[config.mk]
export PLATFORM = sky130hd
export DESIGN_NAME = ssd_scan_controller
export DESIGN_NICKNAME = d
export VERILOG_FILES = /design/src/rtl/ssd_scan_controller.sv
export SDC_FILE = /design/constraint.sdc
export NUM_CORES = 1
export LEC_CHECK = 0
export BUFFER_PORTS_ARGS = -buffer_cell sky130_fd_sc_hd__buf_4
export CAP_MARGIN = 20
export CORE_ASPECT_RATIO = 1.75
export CORE_MARGIN = 4
export CORE_UTILIZATION = 30
export CTS_CLUSTER_DIAMETER = 100
export CTS_CLUSTER_SIZE = 10
export DETAILED_ROUTE_END_ITERATION = 10
export PLACE_DENSITY = 0.44
export SLEW_MARGIN = 20
export SYNTH_ARGS = -nofsm -noshare
export SYNTH_HDL_FRONTEND = slang
export SYNTH_SLANG_ARGS = --single-unit
[constraint.sdc]
create_clock -name clk -period 2.7 [get_ports clk]
set_clock_uncertainty 0.05 [all_clocks]
set_input_delay 0.135 -clock clk [delete_from_list [all_inputs] [get_ports clk]]
set_output_delay 0.135 -clock clk [all_outputs]
set_load 0.05 [all_outputs]
[src/rtl/ssd_scan_controller.sv]
// Multiplexed scan controller for a 4-digit common-anode seven-segment display,
// with frame-aligned double buffering of the displayed digits.
package ssd_scan_pkg;
   typedef struct packed {
      logic [15:0] digits;
      logic [3:0]  blank;
      logic [3:0]  dp;
   } disp_buf_t;
endpackage

module ssd_scan_controller
   import ssd_scan_pkg::*;
#(
   parameter int unsigned REFRESH_DIV = 100000,
   parameter int unsigned GUARD       = 1000
) (
   input  logic        clk,
   input  logic        rst,
   input  logic [15:0] digits,
   input  logic [3:0]  blank,
   input  logic [3:0]  dp,
   input  logic        load,
   output logic [7:0]  display,
   output logic [3:0]  ctrl,
   output logic        frame_done
);

   localparam int unsigned CW = (REFRESH_DIV > 2) ? $clog2(REFRESH_DIV) : 1;
   localparam logic [CW-1:0] CNT_LAST = CW'(REFRESH_DIV - 1);

   logic [CW-1:0] cnt;
   logic [1:0]    idx;
   disp_buf_t     pending;
   disp_buf_t     active;
   disp_buf_t     incoming;
   logic          pend_valid;
   logic          boundary;
   logic          slot_end;

   function automatic logic [6:0] seg_decode(input logic [3:0] v);
      case (v)
         4'd0:    return 7'b0000001;
         4'd1:    return 7'b1001111;
         4'd2:    return 7'b0010010;
         4'd3:    return 7'b0000110;
         4'd4:    return 7'b1001100;
         4'd5:    return 7'b0100100;
         4'd6:    return 7'b0100000;
         4'd7:    return 7'b0001111;
         4'd8:    return 7'b0000000;
         4'd9:    return 7'b0000100;
         default: return 7'b0111000;
      endcase
   endfunction

   assign incoming = '{digits: digits, blank: blank, dp: dp};
   assign slot_end = (cnt == CNT_LAST);
   assign boundary = slot_end && (idx == 2'd3);

   // Scan position, buffers and frame pulse; a load on the boundary bypasses pending.
   always_ff @(posedge clk or posedge rst) begin
      if (rst) begin
         cnt        <= '0;
         idx        <= '0;
         pend_valid <= 1'b0;
         frame_done <= 1'b0;
         pending    <= '{digits: 16'h0000, blank: 4'h0, dp: 4'h0};
         active     <= '{digits: 16'h0000, blank: 4'hF, dp: 4'h0};
      end else begin
         frame_done <= boundary;
         if (slot_end) begin
            cnt <= '0;
            idx <= idx + 2'd1;
         end else begin
            cnt <= cnt + CW'(1);
         end
         if (load && boundary) begin
            active     <= incoming;
            pend_valid <= 1'b0;
         end else if (load) begin
            pending    <= incoming;
            pend_valid <= 1'b1;
         end else if (boundary && pend_valid) begin
            active     <= pending;
            pend_valid <= 1'b0;
         end
      end
   end

   // Pin drive derived from the registered scan state.
   always_comb begin
      ctrl    = 4'b1111;
      display = 8'hFF;
      if (!((cnt < CW'(GUARD)) || active.blank[idx])) begin
         ctrl    = ~(4'b0001 << idx);
         display = {seg_decode(4'(active.digits >> {idx, 2'b00})), ~active.dp[idx]};
      end
   end

endmodule

# After elaboration in Yosys (flattened, before gate mapping)
# Memory sizes are Yosys's and may differ from the RTL's.
# Index checks and enable logic that the tools add are counted.
# Widths: inputs -> output; s select.
dict set report op_classes {
  addsub 2
  n_lt_le_gt_ge 2
  n_eq_ne 3
  n_shift 2
  mux 13
  bitwise 3
  n_reduce_logical 8
}
# cell n
set op_table {}
lappend op_table {{$mux 24} 3}
lappend op_table {{$add 17x1->17 const B} 1}
lappend op_table {{$eq 17x17->1 const B} 1}
lappend op_table {{$lt 17x10->1 const B} 1}
lappend op_table {{$mux 17} 1}
lappend op_table {{$shr 16x4->4} 1}
lappend op_table {{$mux 8} 1}
lappend op_table {{$mux 1} 5}
lappend op_table {{$bmux 1 s2} 2}
lappend op_table {{$mux 4} 1}
lappend op_table {{$not 4->4} 1}
lappend op_table {{$reduce_and 2->1} 2}
lappend op_table {{$shl 1x2->4 const A} 1}
lappend op_table {{$logic_and 1x1->1} 3}
lappend op_table {{$lt 2x3->1 const B} 1}
lappend op_table {{$reduce_bool 3->1} 1}
lappend op_table {{$add 2x1->2 const B} 1}
lappend op_table {{$eq 2x2->1 const B} 1}
lappend op_table {{$ne 2x1->1 const B} 1}
lappend op_table {{$not 1->1} 2}
lappend op_table {{$reduce_bool 2->1} 1}
lappend op_table {{$logic_or 1x1->1} 1}
dict set report totals {
  ff_bits 69
  rom_bits 112
  input_bits 27
  out_inout_bits 13
  word_cells 44
  memories 1
}
# memory depth word_bits rd rd_clocked_by_memory_dff write_ports line_no
set mem_list {}
lappend mem_list {{(no name shown)} 16 7 1 0 0 41} ;# case (v)

# Depth between registers and ports, before layout
dict set report depth {
  depth_word 6
  depth_mapped 7
}

# Least setup slack after synthesis
# OpenSTA, ideal clock, no wires.
dict set report synth_timing {
  path_type {register -> output}
  start {reg idx[0]}
  end {out display[7]}
  arrival_time_ps 2630
  path_slack_ps -115
  path_stages_with_launch 7
  path_buffers 1
  path_cell_list {dfrtp_1 > buf_2 > mux4_2 > inv_1 > ha_1 > mux2i_1 > o21ai_0}
}
dict set report synth_via {
  elab_chain_cells 4
  elab_cells_between_ends 6
}
# element line_no
set synth_lines {}
lappend synth_lines {{start: declaration} 32} ;# logic [1:0] idx;
lappend synth_lines {{start signal: assignment} 73} ;# idx <= idx + 2'd1;
lappend synth_lines {{parallel branches: the longest is 3 deep, another holds $mem_v2 16x7} n/a}
lappend synth_lines {{$mux 8 *} 94} ;# if (!((cnt < CW'(GUARD)) || active.blank[idx])) begin
lappend synth_lines {{end: declaration} 23} ;# output logic [7:0] display,
# Mark *: on every way between the ends. The select of a mux whose other input is x is not followed.

# Worst setup path in the final report
dict set report layout_timing {
  start {reg cnt[11]}
  end {reg pending[8] (netlist name)}
}
dict set report layout_via {
  elab_chain_cells 5
}
# element line_no
set layout_lines {}
lappend layout_lines {{start: declaration} 31} ;# logic [CW-1:0] cnt;
lappend layout_lines {{start signal: assignment} 75} ;# cnt <= cnt + CW'(1);
lappend layout_lines {{$eq 17x17->1} 57} ;# assign slot_end = (cnt == CNT_LAST);
lappend layout_lines {{$logic_and 1x1->1} 58} ;# assign boundary = slot_end && (idx == 2'd3);
lappend layout_lines {{$logic_and 1x1->1} 77} ;# if (load && boundary) begin
lappend layout_lines {{$not 1->1 (no line)} n/a}
lappend layout_lines {{$reduce_and 2->1 (no line)} n/a}
lappend layout_lines {{end signal: assignment} 67} ;# pending <= '{digits: 16'h0000, blank: 4'h0, dp: 4'h0};
lappend layout_lines {{end signal: assignment} 81} ;# pending <= incoming;
lappend layout_lines {{end: declaration} 33} ;# disp_buf_t pending;
# Every way passes these cells.
# A chain may end at the register's enable or synchronous reset.

==> metrics.txt <==
# TYPE chip_impl_metric gauge
chip_impl_metric{name="cts_setup_buffers",unit=""} 0
chip_impl_info{name="clockRootBuffer",value="sky130_fd_sc_hd__clkbuf_16"} 1
chip_impl_metric{name="die_y",unit="um"} 149
chip_impl_metric{name="antenna-diode-count",unit=""} 0
chip_impl_metric{name="initial_utilization",unit=""} 0.306
chip_impl_metric{name="fin_hold_ws",unit="ns"} 0.0112
chip_impl_metric{name="post_synth_instance_area",unit="um2"} 3400
chip_impl_metric{name="setup.reg_to_reg.worst_slack",unit="ns"} 0.18
chip_impl_info{name="setup.worst_path.class",value="reg2reg"} 1
chip_impl_metric{name="clock_power_share",unit=""} 0.462
chip_impl_metric{name="worstSetupPathDepth",unit=""} 5
chip_impl_metric{name="grt_max_degree",unit=""} 38
chip_impl_metric{name="htree_levels",unit=""} 3
chip_impl_metric{name="power.switching",unit="mW"} 0.567
chip_impl_metric{name="power_frac_seq",unit=""} 0.448
chip_impl_metric{name="layout.filler_cells",unit=""} 1090
chip_impl_info{name="clock_tree_from_tritoncts",value="yes"} 1
chip_impl_metric{name="arrival",unit="ns"} 2.68
chip_impl_metric{name="overflow",unit=""} 0
chip_impl_metric{name="timing.final.ws_setup",unit="ns"} 0.175
chip_impl_metric{name="top_fanout_value_on_the_critical_path",unit=""} 24
chip_impl_metric{name="clock_path_buffers",unit=""} 2
chip_impl_metric{name="fmax",unit="MHz"} 396
chip_impl_metric{name="ff2ff_path_depth",unit=""} 5
chip_impl_metric{name="pin_count",unit=""} 40
chip_impl_metric{name="rows",unit=""} 51
chip_impl_info{name="status",value="finished clean"} 1
chip_impl_metric{name="antenna_violations_before_repair",unit=""} 0
chip_impl_metric{name="wl_per_cell",unit="um"} 17.3
chip_impl_metric{name="via_per_inst",unit=""} 5.06
chip_impl_metric{name="wire_length_of_the_first_global_routing_pass",unit="um"} 14100
chip_impl_metric{name="timing.critical_path.buf_inv",unit=""} 1
chip_impl_metric{name="netlist_instances",unit=""} 284
chip_impl_metric{name="antenna_left",unit=""} 0
chip_impl_metric{name="design.die.area",unit="um2"} 13200
chip_impl_metric{name="share_comb_of_total_power",unit=""} 0.090
chip_impl_info{name="regToRegEndpoint",value="pending[8]"} 1
chip_impl_metric{name="dp_slack",unit="ns"} 0.205
chip_impl_metric{name="switching_share_of_total_power",unit=""} 0.227
chip_impl_metric{name="ys_async_sr_fraction",unit=""} 1.00
chip_impl_info{name="synth_top_cells_by_area",value="sky130_fd_sc_hd__dfrtp_1 (48%), sky130_fd_sc_hd__o2bb2ai_1 (6.2%), sky130_fd_sc_hd__a22oi_1 (5.3%)"} 1
chip_impl_info{name="synth_cell_count_leaders",value="sky130_fd_sc_hd__dfrtp_1 (65), sky130_fd_sc_hd__a22oi_1 (24), sky130_fd_sc_hd__o2bb2ai_1 (24)"} 1
chip_impl_metric{name="power.internal",unit="mW"} 1.93
chip_impl_metric{name="dp_hpwl",unit="um"} 5800
chip_impl_metric{name="power.total",unit="mW"} 2.50
chip_impl_info{name="synthFlopType",value="sky130_fd_sc_hd__dfrtp_1"} 1
chip_impl_metric{name="netlist-cell-type-count",unit=""} 41
chip_impl_info{name="critPathCapture",value="pending[8]"} 1
chip_impl_info{name="critPathSlowestCell",value="sky130_fd_sc_hd__or4_4"} 1
chip_impl_metric{name="finalCritPeriodShare",unit=""} 0.935
chip_impl_metric{name="route.vias.total",unit=""} 2433
chip_impl_metric{name="drv.max_cap_violation_count",unit=""} 0
chip_impl_metric{name="hold_viol_final",unit=""} 0
chip_impl_metric{name="drt_first_iter_violations",unit=""} 55
chip_impl_metric{name="yosys_warnings",unit=""} 0
chip_impl_metric{name="drt_first_pass_iters",unit=""} 4
chip_impl_metric{name="syn_avg_cell_area",unit="um2"} 12.0
chip_impl_info{name="class_of_the_tightest_hold_or_removal_check",value="in2reg"} 1
chip_impl_metric{name="numCtsBuffers",unit=""} 9
chip_impl_metric{name="chipWidth",unit="um"} 88.5
chip_impl_metric{name="clock_insertion_delay_worst_skew",unit="ns"} 0.33
chip_impl_metric{name="synth_fp_nets",unit=""} 322
chip_impl_metric{name="area_growth_syn_to_layout",unit="%"} 28.3
chip_impl_info{name="critical_path.reg2reg.startpoint",value="cnt[11]"} 1
chip_impl_metric{name="cp_max_stage_delay",unit="ns"} 0.57
chip_impl_metric{name="route.final.wire_length",unit="um"} 8300
chip_impl_metric{name="synth_seq_area_share",unit=""} 0.509
chip_impl_metric{name="worst-endpoint-required",unit="ns"} 2.86
chip_impl_metric{name="tightest_pin_transition",unit="ns"} 0.718
chip_impl_info{name="cp_cell_sequence",value="or4_4 -> or4_1 -> o21ai_4 -> buf_12 -> mux2_2"} 1
chip_impl_metric{name="ys_ff_latch",unit=""} 69
chip_impl_metric{name="final-max-slew-violation-count",unit=""} 0
chip_impl_metric{name="power-per-cell-area",unit="nW/um2"} 572
chip_impl_metric{name="slew_headroom",unit=""} 0.521
chip_impl_info{name="synth.most_common_cell",value="sky130_fd_sc_hd__dfrtp_1"} 1
chip_impl_metric{name="post-synth-top-area-fraction",unit=""} 0.478
chip_impl_metric{name="design.final.nets",unit=""} 382
chip_impl_info{name="cell_type_group_with_the_largest_total_delay_on_the_critical_path",value="simple AND/OR/NAND/NOR gates"} 1
chip_impl_info{name="timing.critical_path.from",value="cnt[11]"} 1
chip_impl_metric{name="peak_vdd_ir",unit="uV"} 412
chip_impl_metric{name="via_count_of_the_first_global_routing_pass",unit=""} 2691
chip_impl_metric{name="worst_setup_hold_path_clk_slew",unit="ns"} 0.06
chip_impl_info{name="rsz_0062_raised_after_global_routing",value="false"} 1
chip_impl_info{name="worst_setup_sp_type",value="flip-flop"} 1
chip_impl_metric{name="synth_edf_count",unit=""} 0
chip_impl_metric{name="setup_violators_final",unit=""} 0
chip_impl_metric{name="place_congestion",unit=""} 0.715
chip_impl_info{name="largest_area_contributor_in_the_synthesized_netlist",value="sky130_fd_sc_hd__dfrtp_1"} 1
chip_impl_metric{name="finalWorstPathRequiredPeriod",unit="ns"} 2.52
chip_impl_info{name="worst_setup_path_end_kind",value="flip-flop"} 1
chip_impl_metric{name="placeableCoreArea",unit="um2"} 11100
chip_impl_metric{name="cts.sink_count",unit=""} 69
chip_impl_metric{name="grt_util_all_layers",unit=""} 0.141
chip_impl_metric{name="drive_above_1_share",unit=""} 0.258
chip_impl_metric{name="drc_errors",unit=""} 0
chip_impl_metric{name="p_leak",unit="nW"} 1.84
chip_impl_metric{name="numPortBuffers",unit=""} 39
## power by group through the flow
stage / Clock (mW) / Combinational, mW / Sequential (mW)
after global routing: 1.23 / 0.252 / 1.13
after floorplan: 0 / 0.132 / 1.13
after CTS: 1.18 / 0.230 / 1.12
final: 1.15 / 0.224 / 1.12
after global placement: 0 / 0.201 / 1.14
after detailed placement: 0 / 0.202 / 1.14
## registers in the layout (all words and copies together) (netlist names)
name / count
cnt: 17
pend_valid: 1
pending: 24
idx: 2
active: 24
frame_done: 1
## per-layer routing
| metal | vias to the layer above | GRT usage | wire (um) |
|---|---|---|---|
| li1 | 1160 | - | - |
| met1 | 1217 | 0.169 | 3340 |
| met2 | 41 | 0.243 | 4520 |
| met3 | 15 | 0.0304 | 243 |
| met4 | 0 | 0.0530 | 201 |
| met5 | - | 0 | 0 |
## layout by cell type (no fill, tap or decap), drive strengths merged, types with 3 or more instances in the layout
| cell | count |
|---|---|
| a21oi | 3 |
| a22oi | 24 |
| and2 | 3 |
| buf | 47 |
| clkbuf | 12 |
| clkinv | 3 |
| dfrtp | 65 |
| dfstp | 4 |
| dlygate4sd3 | 23 |
| ha | 11 |
| inv | 11 |
| mux2 | 24 |
| mux2i | 5 |
| mux4 | 6 |
| nand2 | 15 |
| nand3 | 6 |
| nand4 | 4 |
| nor2 | 14 |
| nor2b | 3 |
| o21ai | 6 |
| o2bb2ai | 24 |
| or4 | 3 |
| xnor2 | 9 |
| xor2 | 5 |
## cell families (layout without fill, tap and decap cells)
logic type               Yosys count  count (layout)  synth area share
flip-flops                        69              69             0.509
buffers and inverters             32              97            0.0405
adder cells (fa/ha/maj)           11              11            0.0405
XOR/XNOR                          14              14            0.0361
AND/OR/NAND/NOR                   61              61            0.0964
multiplexers                      35              35             0.134
AO/OA/AOI/OAI                     62              62             0.143
## worst min-delay path by stage
stage,from,endpoint,slack (ns),cells past startpoint
global route,digits[5],pending[13],0.005,2
detailed placement,rst,pending[4],0.26,2
floorplan,dp[0],pending[0],0.22,1
CTS,blank[2],pending[6],0.0005,2
global placement,rst,pending[4],0.27,2
finish,blank[2],pending[6],0.01,2
## per-stage QoR
stage	setup TNS, ns	std cells	instance area (um2)	utilization
3_5_place_dp	0	442	3850	0.346
2_1_floorplan	-0.200	284	3400	-
5_1_grt	0	481	4360	0.393
4_1_cts	0	481	4360	0.393
6_report	0	481	4360	0.393
3_3_place_gp	0	442	3850	0.346
## final cells by class
| cell class | count | area (um2) | area share |
|---|---|---|---|
| Tap cell | 132 | 165 | 0.0379 |
| Timing Repair Buffer | 70 | 608 | 0.139 |
| Inverter | 11 | 41.3 | 0.00946 |
| Sequential cell | 69 | 1730 | 0.397 |
| Clock inverter | 4 | 48.8 | 0.0112 |
| Multi-Input combinational cell | 183 | 1530 | 0.351 |
| Clock buffer | 12 | 236 | 0.0542 |
## timing repair
item / 4_1_cts / 5_1_grt
setup endpoints to repair: 0 / 2
hold buffers: 23 / 0
resized for setup: 0 / 1
hold endpoints to repair: 50 / 0
Note: power is estimated with default switching activity, not from simulation.
